$ cat src/rtl/mux_scan_pkg.sv
// Shared types and constants for the 4:1 mux scan sequencer.
package mux_scan_pkg;

    typedef enum logic [1:0] {
        IDLE  = 2'd0,
        SCAN  = 2'd1,
        STALL = 2'd2
    } state_t;

    localparam int NUM_CH    = 4;
    localparam int SEL_W     = 2;
    localparam int DWELL_MAX = 255;

    // Counter width for a dwell of n cycles; a dwell of 1 still needs one bit.
    function automatic int cnt_width(input int n);
        return (n > 1) ? $clog2(n) : 1;
    endfunction

endpackage

$ cat src/rtl/mux_dwell_timer.sv
// Dwell counter: counts 0..DWELL-1 while enabled and flags the last cycle.
module mux_dwell_timer
    import mux_scan_pkg::*;
#(
    parameter int DWELL = 2
) (
    input  logic clk,
    input  logic rst,
    input  logic clr,
    input  logic en,
    output logic tc
);

    localparam int              CNT_W  = cnt_width(DWELL);
    localparam logic [CNT_W-1:0] TC_VAL = CNT_W'(DWELL - 1);

    logic [CNT_W-1:0] cnt;

    assign tc = (cnt == TC_VAL);

    // Wraps to zero on terminal count so back-to-back channels need no clear.
    always_ff @(posedge clk or posedge rst) begin
        if (rst) begin
            cnt <= '0;
        end else if (clr) begin
            cnt <= '0;
        end else if (en) begin
            cnt <= tc ? '0 : cnt + CNT_W'(1);
        end
    end

endmodule

$ cat src/rtl/mux_scan_ctrl.sv
// Steps the 4:1 mux select through all channels, samples y_in after each
// dwell and hands the packed 4-bit frame downstream over valid/ready.
//
// state | meaning
// IDLE  | sel parked at 0, waiting for start
// SCAN  | sel stepping 0..3, one sample per dwell
// STALL | scan complete, frame parked in shadow until output register frees
module mux_scan_ctrl
    import mux_scan_pkg::*;
#(
    parameter int DWELL = 2
) (
    input  logic       clk,
    input  logic       rst,
    input  logic       start,
    input  logic       cont,
    input  logic       abort,
    input  logic       y_in,
    output logic       s0,
    output logic       s1,
    output logic [3:0] frame,
    output logic       frame_valid,
    input  logic       frame_ready,
    output logic       busy
);

    localparam logic [SEL_W-1:0] LAST_CH = SEL_W'(NUM_CH - 1);

    state_t            state, state_n;
    logic [SEL_W-1:0]  sel, sel_n;
    logic [NUM_CH-1:0] shadow, shadow_n;
    logic [3:0]        frame_n;
    logic              frame_valid_n;
    logic              tmr_clr, tmr_en, tmr_tc;
    logic              out_free;

    mux_dwell_timer #(.DWELL(DWELL)) u_timer (
        .clk (clk),
        .rst (rst),
        .clr (tmr_clr),
        .en  (tmr_en),
        .tc  (tmr_tc)
    );

    assign out_free = !frame_valid || frame_ready;

    always_ff @(posedge clk or posedge rst) begin
        if (rst) begin
            state       <= IDLE;
            sel         <= '0;
            shadow      <= '0;
            frame       <= '0;
            frame_valid <= 1'b0;
        end else begin
            state       <= state_n;
            sel         <= sel_n;
            shadow      <= shadow_n;
            frame       <= frame_n;
            frame_valid <= frame_valid_n;
        end
    end

    always_comb begin
        state_n       = state;
        sel_n         = sel;
        shadow_n      = shadow;
        frame_n       = frame;
        // A handshake drains the register; a reload below overrides this.
        frame_valid_n = frame_valid && !frame_ready;
        tmr_clr       = 1'b0;
        tmr_en        = 1'b0;

        unique case (state)
            IDLE: begin
                sel_n   = '0;
                tmr_clr = 1'b1;
                if (start) begin
                    state_n = SCAN;
                end
            end

            SCAN: begin
                tmr_en = 1'b1;
                if (abort) begin
                    state_n = IDLE;
                    sel_n   = '0;
                    tmr_clr = 1'b1;
                end else if (tmr_tc) begin
                    shadow_n[sel] = y_in;
                    if (sel != LAST_CH) begin
                        sel_n = sel + SEL_W'(1);
                    end else if (out_free) begin
                        frame_n       = {y_in, shadow[2:0]};
                        frame_valid_n = 1'b1;
                        sel_n         = '0;
                        state_n       = cont ? SCAN : IDLE;
                    end else begin
                        state_n = STALL;
                    end
                end
            end

            STALL: begin
                tmr_clr = 1'b1;
                if (abort) begin
                    state_n = IDLE;
                    sel_n   = '0;
                end else if (out_free) begin
                    frame_n       = shadow;
                    frame_valid_n = 1'b1;
                    sel_n         = '0;
                    state_n       = cont ? SCAN : IDLE;
                end
            end

            default: begin
                state_n = IDLE;
                sel_n   = '0;
                tmr_clr = 1'b1;
            end
        endcase
    end

    assign s0   = sel[0];
    assign s1   = sel[1];
    assign busy = (state != IDLE);

endmodule
$ cat config.mk
export PLATFORM = sky130hd
export DESIGN_NAME = mux_scan_ctrl
export DESIGN_NICKNAME = d
export VERILOG_FILES = /design/src/rtl/mux_scan_pkg.sv /design/src/rtl/mux_dwell_timer.sv /design/src/rtl/mux_scan_ctrl.sv
export SDC_FILE = /design/constraint.sdc
export NUM_CORES = 1
export LEC_CHECK = 0
export ABC_AREA = 0
export CAP_MARGIN = 15
export CORE_MARGIN = 2
export CORE_UTILIZATION = 50
export CTS_BUF_LIST = sky130_fd_sc_hd__clkbuf_8
export CTS_CLUSTER_SIZE = 28
export DETAILED_ROUTE_END_ITERATION = 6
export PLACE_DENSITY_LB_ADDON = 0.3
export SYNTH_ARGS = -nofsm -noshare
export SYNTH_HDL_FRONTEND = slang
export SYNTH_SLANG_ARGS = --single-unit
$ cat constraint.sdc
create_clock -name clk -period 2.2 [get_ports clk]
set_input_delay 0.44 -clock clk [delete_from_list [all_inputs] [get_ports clk]]
set_output_delay 0.44 -clock clk [all_outputs]
set_load 0.005 [all_outputs]
== Yosys cells after proc, flatten, opt, wreduce, memory -nomap -nowiden ==
Index checks and enable logic that the tools add are counted.
W data, S select, Z words.
Storage, ports and cells
  word-level logic and storage cells: 73
  flip-flop bits (word level): 14
  output and inout port bits: 8
  input bits: 7
Operators by class
  reductions and logical operators: 12
  bitwise gates (word level): 1
  add/subtract/negate cells: 2
  $lt $le $gt $ge: 2
  eq/ne operators: 13
  muxes and demuxes: 37
Operators by type and width (count)
  $mux W2: 12
  $mux W4: 6
  $ne A2 B2 Y1 const B: 7
  $mux W1: 13
  $pmux W4 S2: 1
  $reduce_and A7 Y1: 1
  $ne A3 B3 Y1 const B: 2
  $pmux W2 S3: 1
  $reduce_bool A2 Y1: 3
  $bwmux W4: 1
  $pmux W2 S2: 1
  $reduce_and A4 Y1: 1
  $lt A2 B3 Y1 const B: 1
  $ne A3 B2 Y1 const B: 1
  $reduce_and A3 Y1: 1
  $add A2 B1 Y2 const B: 1
  $demux W1 S2: 1
  $eq A2 B1 Y1 const B: 1
  $eq A2 B2 Y1 const B: 1
  $ge A2 B1 Y1 const B: 1
  $logic_and A1 B1 Y1: 2
  $logic_not A1 Y1: 2
  $logic_not A2 Y1: 1
  $ne A2 B1 Y1 const B: 1
  other kinds (4): 4

== Depth between registers and ports, before layout ==
  depth in word-level cells: 7
  gate-level depth with buffers: 7
  mapped depth without buffers: 6

== Hierarchy ==
A second synthesis with hierarchy kept.
Second synthesis, totals
  cells, all modules: 82
  area total of the unflattened synthesis: 872.1 um^2
Modules (own cells, without submodules)
  mux_scan_ctrl: area each 830.8 um^2, sequential area each 325.3 um^2, cells an instance 78, times used 1
  mux_dwell_timer: area each 41.3 um^2, sequential area each 25.0 um^2, cells an instance 4, times used 1

== Worst setup path before layout ==
OpenSTA, ideal clock, no wires.
  path kind: flip-flop to flip-flop
  start point: register state[0]
  end point: register frame[0]
  path slack: 0.468 ns
  arrival: 1.607 ns
  setup time: 0.125 ns
  clock period less this slack: 1.732 ns
  required time: 2.075 ns
  cell stages (with the launch flop): 7
  buffers on the path: 1
  path through: dfrtp_1 > inv_1 > ha_1 > buf_2 > nor2_1 > a2111oi_4 > mux2_2
On the way
  cells in the longest elaborated chain, start to end: 3
  elaborated cells on any way between the ends: 11
  those cells by class: eq/ne (8); mux (1); reduce/logical (2)
Ends and longest elaborated chain
  start, declared: line mux_scan_ctrl.sv:29  | state_t state, state_n;
  start signal, assigned: line mux_scan_ctrl.sv:55  | state <= state_n;
  $eq A2 B1 Y1 / $eq A2 B2 Y1 (equally long branches): line mux_scan_ctrl.sv:73  | unique case (state)
  $ne A2 B1 Y1 (no source line), or another cell as far along
  $reduce_and A7 Y1 (no source line)
  end signal, assigned: line mux_scan_ctrl.sv:58  | frame <= frame_n;
  end, declared: line mux_scan_ctrl.sv:21  | output logic [3:0] frame,
Several ways; a longest one is shown, not always the timed one.
A chain may end at the register's enable or synchronous reset.

== Final worst setup path ==
  start point: register state[0]
  end point: output port busy
On the way
  cells in the longest elaborated chain, start to end: 1
Ends and longest elaborated chain
  $reduce_bool A2 Y1: line mux_scan_ctrl.sv:126  | assign busy = (state != IDLE);
  end, declared: line mux_scan_ctrl.sv:24  | output logic busy
Every way passes these cells.

==> out/results.tsv <==
metric	value	unit
synth.area.top_cells	dfrtp_1 41%, ha_1 13%, mux2_2 11%, nand2_1 4.0%, a2111oi_4 3.2%	
antenna_found_initial	0	
worst-path-max-fanout	4	
critPathKind	flip-flop to output pin	
syn-cell-area	850	um2
core	1540	um2
gp_congestion	0.900	
fp.dieH	45.2	um
period_minus_slack	1.97	ns
post-place-ws	0.192	ns
worst_slack	0.234	ns
p_per_area	879	nW/um2
nets	116	
grt_pass1_wl	2820	um
seqPwrFrac	36.9	%
grt_max_degree	15	
min_path_type	flip-flop to flip-flop	
power.total	0.940	mW
clock-root-buffer	clkbuf_8	
p_sw_share	31.2	%
ioPinCount	15	
clk_pin_slew	0.06	ns
port_buffers	14	
n_antenna_cell	0	
cp-start-kind	flip-flop	
first_pass_iters	2	
die-area	2040	um2
setup_viol	0	
wire_per_inst	14.3	um
ir_drop	597	uV
die_x	45.2	um
clock_sinks	14	
hold_viol	0	
synth_cell_type_count	26	
htreeDepth	1	
grt_overflow	0	
grt_pass1_vias	637	
switchingPower	0.293	mW
cp-end-kind	output pin	
avgSynthCellArea	10.5	um2
wirelength	1650	um
finalInstanceArea	1070	um2
vias	635	
tightestPinTransition	0.509	ns
drtAntennaViolNets	0	
cp_slowest_cell	clkdlybuf4s50_1	
syn_inst	81	
critPathArrivalTime	1.53	ns
critPathRequiredTime	1.76	ns
cp_common_cell	inv_1	
cts_setup_buffers	0	
synth_nets	97	
cts_buffer_depth	2	
path_cells	inv_1 > ha_1 > inv_1 > clkdlybuf4s50_1	
cts-hold-fix-buffers	0	
yosysSeqAreaShare	41.2	%
finalSetupTns	0	ns
cts_buffers	3	
slew_viol_final	0	
p_comb_share	36.7	%
rows	14	
status	completed	
p_int	0.646	mW
max_freq	0.509	GHz
start_util	55.1	%
slew_headroom	66.0	%
drive_above_1_share	19.2	%
hold_slack	0.500	ns
yosysTopAreaCell	dfrtp_1	
hpwl	1300	um
maxCapViolations	0	
critPathTopFamily	buffers and inverters	
cts_resized	0	
p_leak	0.482	nW
remaining_drc_errors	0	
rsz0062_at_grt	false	
synth_seq_cells	14	
cts_tree	done	
track_usage	19.6	%
crit_buf_inv	3	
cpPeakStageDelay	0.49	ns
drt_iter0_markers	12	
finalCritPeriodShare	89.4	%
clk_latency	0.24	ns
placed_area	1010	um2
yosys.area.top_type_share	41.2	%
power.share.clock	26.4	%
syn_to_final_growth	25.9	%
skew	0.00397	ns
yosysWarnings	0	
avgViaCountPerCell	5.52	
Yosys cell counts:
cell type	number
nand2_1	9
a211oi_1	1
a221oi_1	1
dfrtp_1	14
a21oi_1	3
nand2_2	1
a311oi_1	1
ha_1	9
buf_2	2
a211o_2	1
o32ai_1	1
nor3_1	2
inv_1	7
nand4b_1	2
a31oi_1	1
nand2b_1	3
a2111oi_4	1
o21ai_0	3
nand3b_1	1
nor2b_1	1
nor2_1	5
mux2i_1	1
a21o_1	1
and2b_2	1
and3_2	1
mux2_2	8
final timing paths:
path	endpoint	depth (start not counted)	slack [ns]	startpoint
worst max-delay path	busy	4	0.23	state[0]$_DFFE_PP0P_
worst min-delay path	shadow[1]$_DFFE_PP0P_	1	0.50	shadow[1]$_DFFE_PP0P_
worst max register to register	frame[0]$_DFFE_PP0P_	4	0.33	sel[0]$_DFFE_PP0P_
worst min register to register	shadow[1]$_DFFE_PP0P_	1	0.50	shadow[1]$_DFFE_PP0P_
max in group asynchronous	shadow[0]$_DFFE_PP0P_	2	1.33	rst
min in group asynchronous	frame_valid$_DFF_PP0_	2	0.53	rst
sequential cells by signal, summed over array words and instances (netlist names):
name,count
shadow,4
frame_valid,1
u_timer.tc,1
sel,2
frame,4
state,2
layout by cell type (no fill, tap or decap):
cell type        instances
ha_1                     9
mux2_2                   8
dfrtp_1                 14
nand4b_1                 2
clkdlybuf4s50_1         14
a211oi_1                 1
o21ai_0                  3
inv_1                    7
and3_2                   1
a221oi_1                 1
nor2b_1                  1
a2111oi_4                1
a21oi_1                  3
mux2i_1                  1
buf_4                    2
a211o_2                  1
nor2_1                   5
clkbuf_8                 4
o32ai_1                  1
a21o_1                   1
nand2b_1                 3
a311oi_1                 1
a31oi_1                  1
nand2_2                  1
and2b_2                  1
nor3_1                   2
nand3b_1                 1
nand2_1                  9
layout make-up:
cell class	count	area, um2
multi-input combinational	58	463
timing repair buffer	16	155
sequential	14	350
fill	128	472
clock buffer	4	55.1
inverter	7	26.3
tap	16	20.0
metrics by stage:
| step | util [%] | cells |
|---|---|---|
| 6_report | 69.4 | 115 |
| 3_5_place_dp | 65.8 | 111 |
| 4_1_cts | 69.4 | 115 |
| 3_3_place_gp | 65.8 | 111 |
| 5_1_grt | 69.4 | 115 |
| 2_1_floorplan | - | 81 |
power by group through the flow:
stage	sequential (mW)	clock, mW	combinational, mW
2_1_floorplan	0.341	0	0.221
3_3_place_gp	0.345	0	0.339
3_5_place_dp	0.348	0	0.345
4_1_cts	0.346	0.253	0.348
5_1_grt	0.353	0.262	0.380
6_report	0.346	0.248	0.345
routing by layer:
layer / up-vias / part of all wire (%) / GRT usage, %
li1: 315 / - / -
met1: 304 / 45 / 24.7
met2: 12 / 50 / 32.3
met3: 4 / 3.5 / 4.40
met4: 0 / 1.9 / 8.24
met5: - / 0 / 0
kinds of logic (layout without fill, tap and decap cells):
| logic type | count (synthesis) | in the layout | share of synthesized area [%] |
|---|---|---|---|
| buffers and inverters | 9 | 27 | 4.27 |
| AO/OA/AOI/OAI | 14 | 14 | 13.6 |
| flip-flops | 14 | 14 | 41.2 |
| adder cells (fa/ha/maj) | 9 | 9 | 13.3 |
| AND/OR/NAND/NOR | 26 | 26 | 15.9 |
| multiplexers | 9 | 9 | 11.8 |
No activity file was read; power rests on OpenSTA's default activity.
==> edit 1, RTL diff (config.mk and constraints unchanged) <==
Re-encode `state_t` (3 states) as one-hot, 3 bits wide.
--- a/src/rtl/mux_scan_pkg.sv
+++ b/src/rtl/mux_scan_pkg.sv
@@ -2,8 +2,8 @@
 package mux_scan_pkg;
 
-    typedef enum logic [1:0] {
-        IDLE  = 2'd0,
-        SCAN  = 2'd1,
-        STALL = 2'd2
+    typedef enum logic [2:0] {
+        IDLE  = 3'b001,
+        SCAN  = 3'b010,
+        STALL = 3'b100
     } state_t;
 
Function: no difference found for any inputs over 10 cycles, from zero or initial values and one cycle with rst high; not proved beyond that.
==> edit 1 against the unedited design <==
Wire length down 15%. Final area shrank 5.3%. Synthesized area shrank 5.6%. Hold slack got worse by 8.5 ps. Sequential cell count rose by 1. Sequential share of layout area up 4.4 points. Total power down 16%. First-iteration DRC count shrank 67%. Worst setup slack better by 110 ps.
==> edit 1: results (changes against the unedited design) <==
| Metric | Value |
|---|---|
| Sequential area share after synthesis | `47.0% (+5.7 points)` |
| Vias in the first global route | `568 (-11%)` |
| CP arrival | `1410 ps (-120 ps)` |
| Wire per inst | `13.7 um (-4.7%)` |
| Internal | `0.556 mW (-14%)` |
| Wire length on met2 | `635 um (-22%)` |
| Worst slack, placed | `156 ps (-36.3 ps)` |
| Biggest regs | `frame: 4 flops, shadow: 4 flops, state: 3 flops` |
| Status | `complete, no violations` |
| First-pass GRT wire length | `2.44 mm (-13%)` |
| Worst Path Max Fanout | `8 (+4)` |
| Ranking of synthesized cells by area | `dfrtp_1, mux2_2, ha_1, mux2_1, dfstp_2` |
| Register-to-Register Setup Slack | `440 ps (+110 ps)` |
| Vias | `578 (-9.0%)` |
| Drt first-iter violations | `4 (-8)` |
| R2r endpoint | `frame[2]$_DFFE_PP0P_` |
| Largest net degree at the start of global routing | `16 (+1)` |
| VDD IR max | `0.641 mV (+7.4%)` |
| Worst Hold End | `shadow[0]$_DFFE_PP0P_` |
| Detailed Place HPWL | `1.04 mm (-20%)` |
| Max frequency | `0.539 GHz (+6.0%)` |
| Hold WS | `491 ps (-8.51 ps)` |
| Final #Nets | `99 (-15%)` |
| Least-Margin Pin Slew | `561 ps (+52.2 ps)` |
| Drt pass-1 iters | `3 (+1)` |
| P_clk | `0.227 mW (-8.5%)` |
| Vias per cell | `5.61 (+1.6%)` |
| Fin area | `1010 um^2 (-5.3%)` |
| Share of cells above drive strength 1 | `17.2% (-2.0 points)` |
| Leak Pwr | `0.447 nW (-7.3%)` |
| WL met3 | `55 um (-3.5%)` |
| Register share of total power | `47.5% (+11 points)` |
| Synth top cells by count | `dfrtp_1, inv_1, mux2_2` |
| Global Route Usage Sum | `17.8% (-1.8 points)` |
| Post-Route Skew | `2.21 ps (-1.76 ps)` |
-- edit 1: final cells by class --
type / instances / area (um^2)
tap: 16 / 20.0
sequential: 15 / 377
clock buffer: 3 / 41.3
inverter: 6 / 22.5
fill: 127 / 493
multi-input combinational: 47 / 398
timing repair buffer: 15 / 148
clock inverter: 1 / 7.51
-- edit 1: cell families (layout without fill, tap and decap cells) --
kind of cell    Yosys count  in the layout  share of synthesized area [%]
simple gates             21             21                           17.8
flops                    15             15                           47.0
compound gates           13             13                           12.9
mux                       9              9                           12.6
buf+inv                   7             25                           3.43
fa+ha+maj                 4              4                           6.24
-- edit 1: worst max-delay path: stages (launching register included) --
cell	delay (ps)
dfrtp_1	500
nor2_1	100
nand2_1	70
clkdlybuf4s50_1	490
-- edit 1: routing by layer --
| metal | track usage, % | vias to the layer above |
|---|---|---|
| met5 | 0 | - |
| met4 | 10.3 | 0 |
| met3 | 7.35 | 5 |
| met2 | 25.3 | 8 |
| met1 | 22.9 | 284 |
| li1 | - | 281 |
==> edit 2, RTL diff (same flow settings) <==
Made on the original files. Change the package constant `SEL_W` from 2 to 4.
--- a/src/rtl/mux_scan_pkg.sv
+++ b/src/rtl/mux_scan_pkg.sv
@@ -9,5 +9,5 @@
 
     localparam int NUM_CH    = 4;
-    localparam int SEL_W     = 2;
+    localparam int SEL_W     = 4;
     localparam int DWELL_MAX = 255;
 
Function: no difference found for any inputs over 10 cycles, from zero or initial values and one cycle with rst high; that may be too few to reach the edited logic, so the function may still have changed.
==> edit 2 against the unedited design <==
Die area increased by 14%. Sequential cell count increased by 2. Wire length grew 22%. Synthesized cell count increased by 20%. Worst setup slack improved by 40 ps. Total power is 9.8% lower. Final area is 13% higher. Synthesized area up 15%. Critical path type unchanged.
==> edit 2: results (changes against the unedited design) <==
| Metric | Value |
|---|---|
| Area after DPL | `1170 um^2 (+15%)` |
| Drt pass-1 iters | `4 (+2)` |
| Largest net degree at the start of global routing | `17 (+2)` |
| Vias in the first global route | `778 (+22%)` |
| Syn nets | `112 (+15%)` |
| Root Driver | `clkbuf_8` |
| Total wire length | `2.01 mm (+22%)` |
| Vias | `807 (+27%)` |
| Share of cells above drive strength 1 | `19.0% (-0.23 points)` |
| Synth top cells by count | `dfrtp_1, mux2_2, inv_1` |
| Ranking of synthesized cells by area | `dfrtp_1, mux2_2, ha_1, a21oi_1, inv_1` |
| Least-Margin Pin Slew | `620 ps (+111 ps)` |
| Post-Synthesis Cells | `97 (+20%)` |
| # diodes | `0 (unchanged)` |
| RePlAce Congestion | `0.837 (-7.0%)` |
| Sequential area share after synthesis | `41.0% (-0.26 points)` |
| Leak Pwr | `0.538 nW (+12%)` |
| Filler cell count | `146 (+14%)` |
| Global Route Usage Sum | `21.1% (+1.5 points)` |
| Final #Nets | `133 (+15%)` |
| Status | `complete, no violations` |
| Detailed Place HPWL | `1.50 mm (+15%)` |
| Clock Latency Late Sink | `250 ps` |
| Yosys cell types | `30 (+15%)` |
| Worst Path Max Fanout | `3 (-1)` |
| First-pass GRT wire length | `3.28 mm (+16%)` |
| Biggest regs | `frame: 4 flops, sel: 4 flops, shadow: 4 flops` |
| TritonCTS Buffers | `3 (unchanged)` |
| Clock transition at path regs | `60 ps (about the same)` |
| Register-to-Register Setup Slack | `300 ps (-30 ps)` |
| R2r worst-path depth | `6 (+2)` |
| Drt first-iter violations | `18 (+6)` |
| Reg2reg start | `state[0]$_DFFE_PP0P_` |
| Worst hold path class | `reg2reg` |
| VDD IR max | `0.669 mV (+12%)` |
| R2r endpoint | `frame[3]$_DFFE_PP0P_` |
| CP arrival | `1490 ps (-40 ps)` |
| Post-Layout Cell Count | `141 (+23%)` |
| Post-Route Skew | `0.871 ps (-3.10 ps)` |
| Number of antenna violations at the first check in global routing | `0 (unchanged)` |
| Setup bufs post-CTS | `0 (unchanged)` |
## edit 2: worst max-delay path: stages (launching register included)
cell,delay (ps)
dfrtp_1,370
inv_1,90
ha_1,190
inv_1,80
clkdlybuf4s50_1,500
## edit 2: worst max-delay path by stage
stage                                end  slack (ps)  depth (start not counted)
global route        frame[0]$_DFFE_PP0P_         160                          6
finish                              busy         270                          4
detailed placement  state[1]$_DFFE_PP0P_         220                          5
global placement    frame[3]$_DFFE_PP0P_         230                          4
CTS                                 busy         270                          4
floorplan           frame[0]$_DFFE_PP0P_         470                          5
## edit 2: kinds of logic (layout without fill, tap and decap cells)
logic type | count (synthesis) | in the layout | synth area share [%]
buffers and inverters | 11 | 30 | 4.48
AND/OR/NAND/NOR | 32 | 32 | 19.2
AO/OA/AOI/OAI | 19 | 19 | 12.5
multiplexers | 11 | 11 | 12.5
adder cells (fa/ha/maj) | 8 | 8 | 10.2
flip-flops | 16 | 16 | 41.0
## edit 2: power by group
part | internal [mW] | leakage, nW | switching (mW)
Sequential | 0.322 | 0.218 | 0.0283
Clock | 0.121 | 0.0216 | 0.0979
Combinational | 0.129 | 0.299 | 0.149
Total | 0.573 | 0.538 | 0.275
## edit 2: metal layers
metal / GRT usage [%] / part of all wire, %
met3: 4.81 / 3.3
met2: 33.4 / 48
met1: 25.5 / 45
met4: 14.1 / 3.3
met5: 0 / 0
## edit 2: area by class of cell
class                   instances  area (um^2)  area share, %
repair buffers                 18          170           14.1
clock buffers                   3         41.3           3.41
inverters                       9         33.8           2.79
multi-input cells              70          533           44.1
well taps                      25         31.3           2.59
flip-flops and latches         16          400           33.1
## edit 2: per-stage QoR
| stage | worst slack (ps) | power [mW] | hold WS, ps |
|---|---|---|---|
| floorplan | 468 | 0.541 | 354 |
| finish | 274 | 0.848 | 501 |
| global route | 163 | 0.897 | 528 |
| detailed placement | 217 | 0.631 | 490 |
| CTS | 267 | 0.848 | 504 |
| global placement | 227 | 0.620 | 485 |
